<file path="src/rtl/alu_op_sequencer_pkg.sv">
// rtl/alu_op_sequencer_pkg.sv - shared microcode ALU opcode encoding and FLAGS layout
package alu_op_sequencer_pkg;

  localparam int unsigned MC_ALUOp_t_BITS = 5;

  typedef enum logic [MC_ALUOp_t_BITS-1:0] {
    ALUOp_SELA = 5'd0,
    ALUOp_ADD  = 5'd1,
    ALUOp_SUB  = 5'd2,
    ALUOp_AND  = 5'd3,
    ALUOp_OR   = 5'd4,
    ALUOp_XOR  = 5'd5,
    ALUOp_SHL  = 5'd6,
    ALUOp_SHR  = 5'd7,
    ALUOp_SAR  = 5'd8,
    ALUOp_ROL  = 5'd9,
    ALUOp_ROR  = 5'd10,
    ALUOp_DIV  = 5'd11,
    ALUOp_IDIV = 5'd12
  } ALUOp_t;

  // Bit positions within the 16-bit architectural FLAGS register.
  localparam int unsigned CF_IDX = 0;
  localparam int unsigned PF_IDX = 2;
  localparam int unsigned AF_IDX = 4;
  localparam int unsigned ZF_IDX = 6;
  localparam int unsigned SF_IDX = 7;
  localparam int unsigned OF_IDX = 11;

  localparam logic [15:0] FLAGS_RESET = 16'h0002;

endpackage

</file>
<file path="src/rtl/alu_op_sequencer.sv">
// rtl/alu_op_sequencer.sv - drives the combinational ALU, iterates shifts, owns FLAGS
module alu_op_sequencer
  import alu_op_sequencer_pkg::*;
#(
  parameter logic [15:0] FLAGS_RESET = alu_op_sequencer_pkg::FLAGS_RESET,
  parameter int unsigned MAX_STEPS   = 32
) (
  input  logic                       clk,
  input  logic                       reset,
  input  logic                       start,
  output logic                       ready,
  input  logic [MC_ALUOp_t_BITS-1:0] op,
  input  logic [15:0]                a,
  input  logic [15:0]                b,
  input  logic                       is_8_bit,
  input  logic                       multibit_shift,
  input  logic [4:0]                 shift_count,
  output logic                       done,
  output logic                       error,
  output logic [31:0]                result,
  output logic [15:0]                flags,
  output logic [15:0]                alu_a,
  output logic [15:0]                alu_b,
  output logic [MC_ALUOp_t_BITS-1:0] alu_op,
  output logic                       alu_is_8_bit,
  output logic                       alu_multibit_shift,
  output logic [4:0]                 alu_shift_count,
  output logic [15:0]                alu_flags_in,
  input  logic [31:0]                alu_out,
  input  logic [15:0]                alu_flags_out,
  input  logic                       alu_busy
);

  localparam int unsigned       STEP_W    = $clog2(MAX_STEPS) + 1;
  localparam logic [STEP_W-1:0] STEP_LAST = STEP_W'(MAX_STEPS - 1);

  typedef enum logic {
    IDLE = 1'b0,
    EXEC = 1'b1
  } state_t;

  state_t                       state_q, state_d;
  logic [STEP_W-1:0]            step_q, step_d;
  logic                         done_q, done_d;
  logic                         error_q, error_d;
  logic [31:0]                  result_q, result_d;
  logic [15:0]                  flags_q, flags_d;
  logic [15:0]                  alu_a_q, alu_a_d;
  logic [15:0]                  alu_b_q, alu_b_d;
  logic [MC_ALUOp_t_BITS-1:0]   alu_op_q, alu_op_d;
  logic                         is8_q, is8_d;
  logic                         multi_q, multi_d;
  logic [4:0]                   cnt_q, cnt_d;

  always_comb begin
    state_d  = state_q;
    step_d   = step_q;
    done_d   = 1'b0;
    error_d  = 1'b0;
    result_d = result_q;
    flags_d  = flags_q;
    alu_a_d  = alu_a_q;
    alu_b_d  = alu_b_q;
    alu_op_d = alu_op_q;
    is8_d    = is8_q;
    multi_d  = multi_q;
    cnt_d    = cnt_q;

    case (state_q)
      IDLE: begin
        if (start) begin
          alu_a_d  = a;
          alu_b_d  = b;
          alu_op_d = op;
          is8_d    = is_8_bit;
          multi_d  = multibit_shift;
          cnt_d    = shift_count;
          step_d   = '0;
          state_d  = EXEC;
        end
      end
      EXEC: begin
        flags_d = alu_flags_out;
        step_d  = step_q + 1'b1;
        if (!alu_busy) begin
          result_d = alu_out;
          done_d   = 1'b1;
          state_d  = IDLE;
        end else if (step_q == STEP_LAST) begin
          // A runaway ALU is cut off; the partial result is still reported.
          result_d = alu_out;
          done_d   = 1'b1;
          error_d  = 1'b1;
          state_d  = IDLE;
        end else begin
          alu_a_d = alu_out[15:0];
          cnt_d   = cnt_q - 5'd1;
        end
      end
      default: state_d = IDLE;
    endcase
  end

  always_ff @(posedge clk) begin
    if (reset) begin
      state_q  <= IDLE;
      step_q   <= '0;
      done_q   <= 1'b0;
      error_q  <= 1'b0;
      result_q <= '0;
      flags_q  <= FLAGS_RESET;
      alu_a_q  <= '0;
      alu_b_q  <= '0;
      alu_op_q <= ALUOp_SELA;
      is8_q    <= 1'b0;
      multi_q  <= 1'b0;
      cnt_q    <= '0;
    end else begin
      state_q  <= state_d;
      step_q   <= step_d;
      done_q   <= done_d;
      error_q  <= error_d;
      result_q <= result_d;
      flags_q  <= flags_d;
      alu_a_q  <= alu_a_d;
      alu_b_q  <= alu_b_d;
      alu_op_q <= alu_op_d;
      is8_q    <= is8_d;
      multi_q  <= multi_d;
      cnt_q    <= cnt_d;
    end
  end

  assign ready              = (state_q == IDLE);
  assign done               = done_q;
  assign error              = error_q;
  assign result             = result_q;
  assign flags              = flags_q;
  assign alu_flags_in       = flags_q;
  assign alu_a              = alu_a_q;
  assign alu_b              = alu_b_q;
  assign alu_op             = alu_op_q;
  assign alu_is_8_bit       = is8_q;
  assign alu_multibit_shift = multi_q;
  assign alu_shift_count    = cnt_q;

endmodule

</file>
<file path="config.mk">
export PLATFORM = sky130hd
export DESIGN_NAME = alu_op_sequencer
export DESIGN_NICKNAME = d
export VERILOG_FILES = /design/src/rtl/alu_op_sequencer_pkg.sv /design/src/rtl/alu_op_sequencer.sv
export SDC_FILE = /design/constraint.sdc
export NUM_CORES = 1
export LEC_CHECK = 0
export BUFFER_PORTS_ARGS = -buffer_cell sky130_fd_sc_hd__buf_2
export CORE_UTILIZATION = 47
export CTS_BUF_LIST = sky130_fd_sc_hd__clkbuf_4 sky130_fd_sc_hd__clkbuf_8
export CTS_CLUSTER_SIZE = 40
export DETAILED_ROUTE_END_ITERATION = 16
export PLACE_DENSITY_LB_ADDON = 0.3
export SYNTH_ARGS = -nofsm -noshare
export SYNTH_HDL_FRONTEND = slang
export SYNTH_SLANG_ARGS = --single-unit
</file>
<file path="constraint.sdc">
create_clock -name clk -period 1.85 [get_ports clk]
set_clock_uncertainty 0.15 [all_clocks]
set_input_delay 0.185 -clock clk [delete_from_list [all_inputs] [get_ports clk]]
set_output_delay 0.185 -clock clk [all_outputs]
set_load 0.005 [all_outputs]
</file>
==> results.yml <==
detailed_routing:
  ant_nets: 0
  drt_first_iter_violations: 101
  wl_per_cell_um: 14.2
  drc: 0
  routed_wl_um: 11800
  drtPass1Iterations: 4
  vias: 4152
  vias_per_cell: 5.03
clocking:
  numClockSinks: 101
  htree_levels: 3
  cts.path.max_buffers: 2
  clk_latency_ns: 0.36
  cts_tree: "yes"
  clkTransAtPathRegs_ns: 0.09
  cts_buffers: 9
  cts_setup_buffers: 0
  cts-root-buf: "clkbuf_8"
sta:
  fin_crit_ns: 1.69
  setup_viol: 0
  relSlewSlack: 0.716
  layout_setup_ws_ns: 0.159
  fmax_mhz: 591
  rsz0062_at_grt: "false"
  fin_setup_tns_ns: 0
  holdWs_ns: 0.0120
  fin_crit_sh: 0.914
  hold_viol_final: 0
  tightestPinTransition_ns: 0.426
  drv_slew: 0
worst_setup_path:
  cp-end-kind: "register"
  crit_arrival_ns: 1.83
  path_max_fanout: 32
  crit_type: "reg2reg"
  crit_path_start_kind: "register"
  required_ns: 1.98
logic_synthesis:
  synthArstFlopShare: 0
  synth_cell_types: 37
  yosysMostFrequentCell: "nand2_1"
  yosys.area.top_type: "dfxtp_1"
  synthesis.nets: 560
  yosysTopAreaCellShare: 0.496
  synthTopCellsByArea: "dfxtp_1 (50%), nand2_1 (11%), a21oi_1 (7.9%), mux2i_1 (7.6%), a211oi_2 (3.7%)"
  synth_seq_cells: 101
  synthesis.yosys.warnings: 0
  synthCells: 462
  ys.flop_type: "dfxtp_1"
  synth-edff-count: 0
  syn-cell-area_um2: 4080
  ys_seq_area_frac: 0.496
  synth_area_per_cell_um2: 8.82
  synthTopCellsByCount: "nand2_1 (121), dfxtp_1 (101), a21oi_1 (64), nor2_1 (37), mux2i_1 (31)"
placed_design:
  port_buffers: 206
  dp_hpwl_um: 7250
  gp_congestion: 0.789
  dp_slack_ns: 0.105
global_route:
  grt_pass1_vias: 3971
  grt_max_degree: 39
  antenna_found_initial: 0
  overflow: 0
  grt_usage: 0.257
  grt_first_pass_wirelength_um: 18000
layout:
  finish.utilization: 0.729
  drive_above_1_share: 0.351
  nets: 813
  area_growth_pct: 48.5
min_path:
  hp-class: "in2reg"
die:
  io_pins: 207
  dieWidth_um: 95.1
  core_area_um2: 8300
  placementRows: 33
  start_util: 0.491
  die_h_um: 95.1
  design.die.area_um2: 9050
run_status:
  outcome: "finished, final reports clean"
power:
  vdd_drop_max_mv: 0.449
  p_leak_uw: 0.00279
  power_density_nw_per_um2: 781
job:
  maxCapViolCount: 0
cell usage in the layout, fill, tap and decap left out, types with 4 or more instances in the layout:
master / instances
buf_2: 205
a211oi_2: 12
a21oi_1: 64
nor3b_1: 5
clkbuf_8: 12
dlygate4sd3_1: 73
mux2i_1: 31
nor2_1: 37
dfxtp_1: 100
buf_12: 4
xnor2_1: 5
inv_1: 4
a211oi_1: 5
buf_4: 8
nand2_1: 121
metrics by stage:
step,cell area (µm²),cells,total power (µW)
3_3_place_gp,5090,736,3120
2_1_floorplan,4080,462,2840
3_5_place_dp,5090,736,3150
5_1_grt,6050,825,4960
6_report,6050,826,4730
4_1_cts,6040,825,4770
power breakdown:
group,total (µW),leakage [µW],internal [µW],switching (µW)
sequential,2370,0.000827,2300,74.1
combinational,858,0.00186,451,407
clock,1500,0.000109,741,756
repair_timing:
| action | in CTS | in global routing |
|---|---|---|
| gates resized for setup | 0 | 1 |
| hold buffers | 73 | 0 |
| hold endpoints to repair | 73 | 0 |
| setup endpoints to repair | 0 | 17 |
state kept, by name (all words and copies together), names as in the netlist:
name,flops
alu_shift_count,5
alu_flags_in,16
alu_op,5
result,32
alu_a,16
state_q,1
done,1
alu_is_8_bit,1
alu_b,16
error,1
alu_multibit_shift,1
step_q,6
final timing paths:
kind                     startpoint                       to  slack, ns  depth (start not counted)
max          step_q[0]$_SDFFE_PP0P_  result[10]$_SDFFE_PP0P_       0.16                          6
min                            a[2]    alu_a[2]$_SDFFE_PP0P_       0.01                          3
max reg2reg  step_q[0]$_SDFFE_PP0P_  result[10]$_SDFFE_PP0P_       0.16                          6
min reg2reg  result[2]$_SDFFE_PP0P_   result[2]$_SDFFE_PP0P_       0.30                          2
worst max-delay path, stage by stage, from the launching register on:
cell and delay [ns]:
dfxtp_1 0.36, ha_1 0.26, nand4_4 0.18, o22ai_2 0.19, buf_12 0.22, nand2_1 0.07, a21oi_1 0.18
cell families after synthesis:
family	Yosys count	share of synthesized area
mux	31	0.0761
xor+xnor	6	0.0129
simple gates	176	0.177
buf+inv	52	0.0737
compound gates	94	0.158
fa+ha+maj	2	0.00614
flops	101	0.496
routing by layer:
metal  up-vias  track usage  part of all wire
li1       2030            -                 -
met1      1923        0.276              0.40
met2       167        0.463              0.51
met3        32       0.0598             0.064
met4         0        0.134             0.027
met5         -            0                 0
final cells by class:
cell class | count | area, µm²
multi-input cells | 309 | 1760
clock inverters | 4 | 55.1
well taps | 105 | 131
repair buffers | 290 | 1900
fillers | 605 | 2250
inverters | 4 | 15.0
flip-flops and latches | 101 | 2020
clock buffers | 12 | 165
diodes | 1 | 2.50
Note: power is estimated with default switching activity, not from simulation.
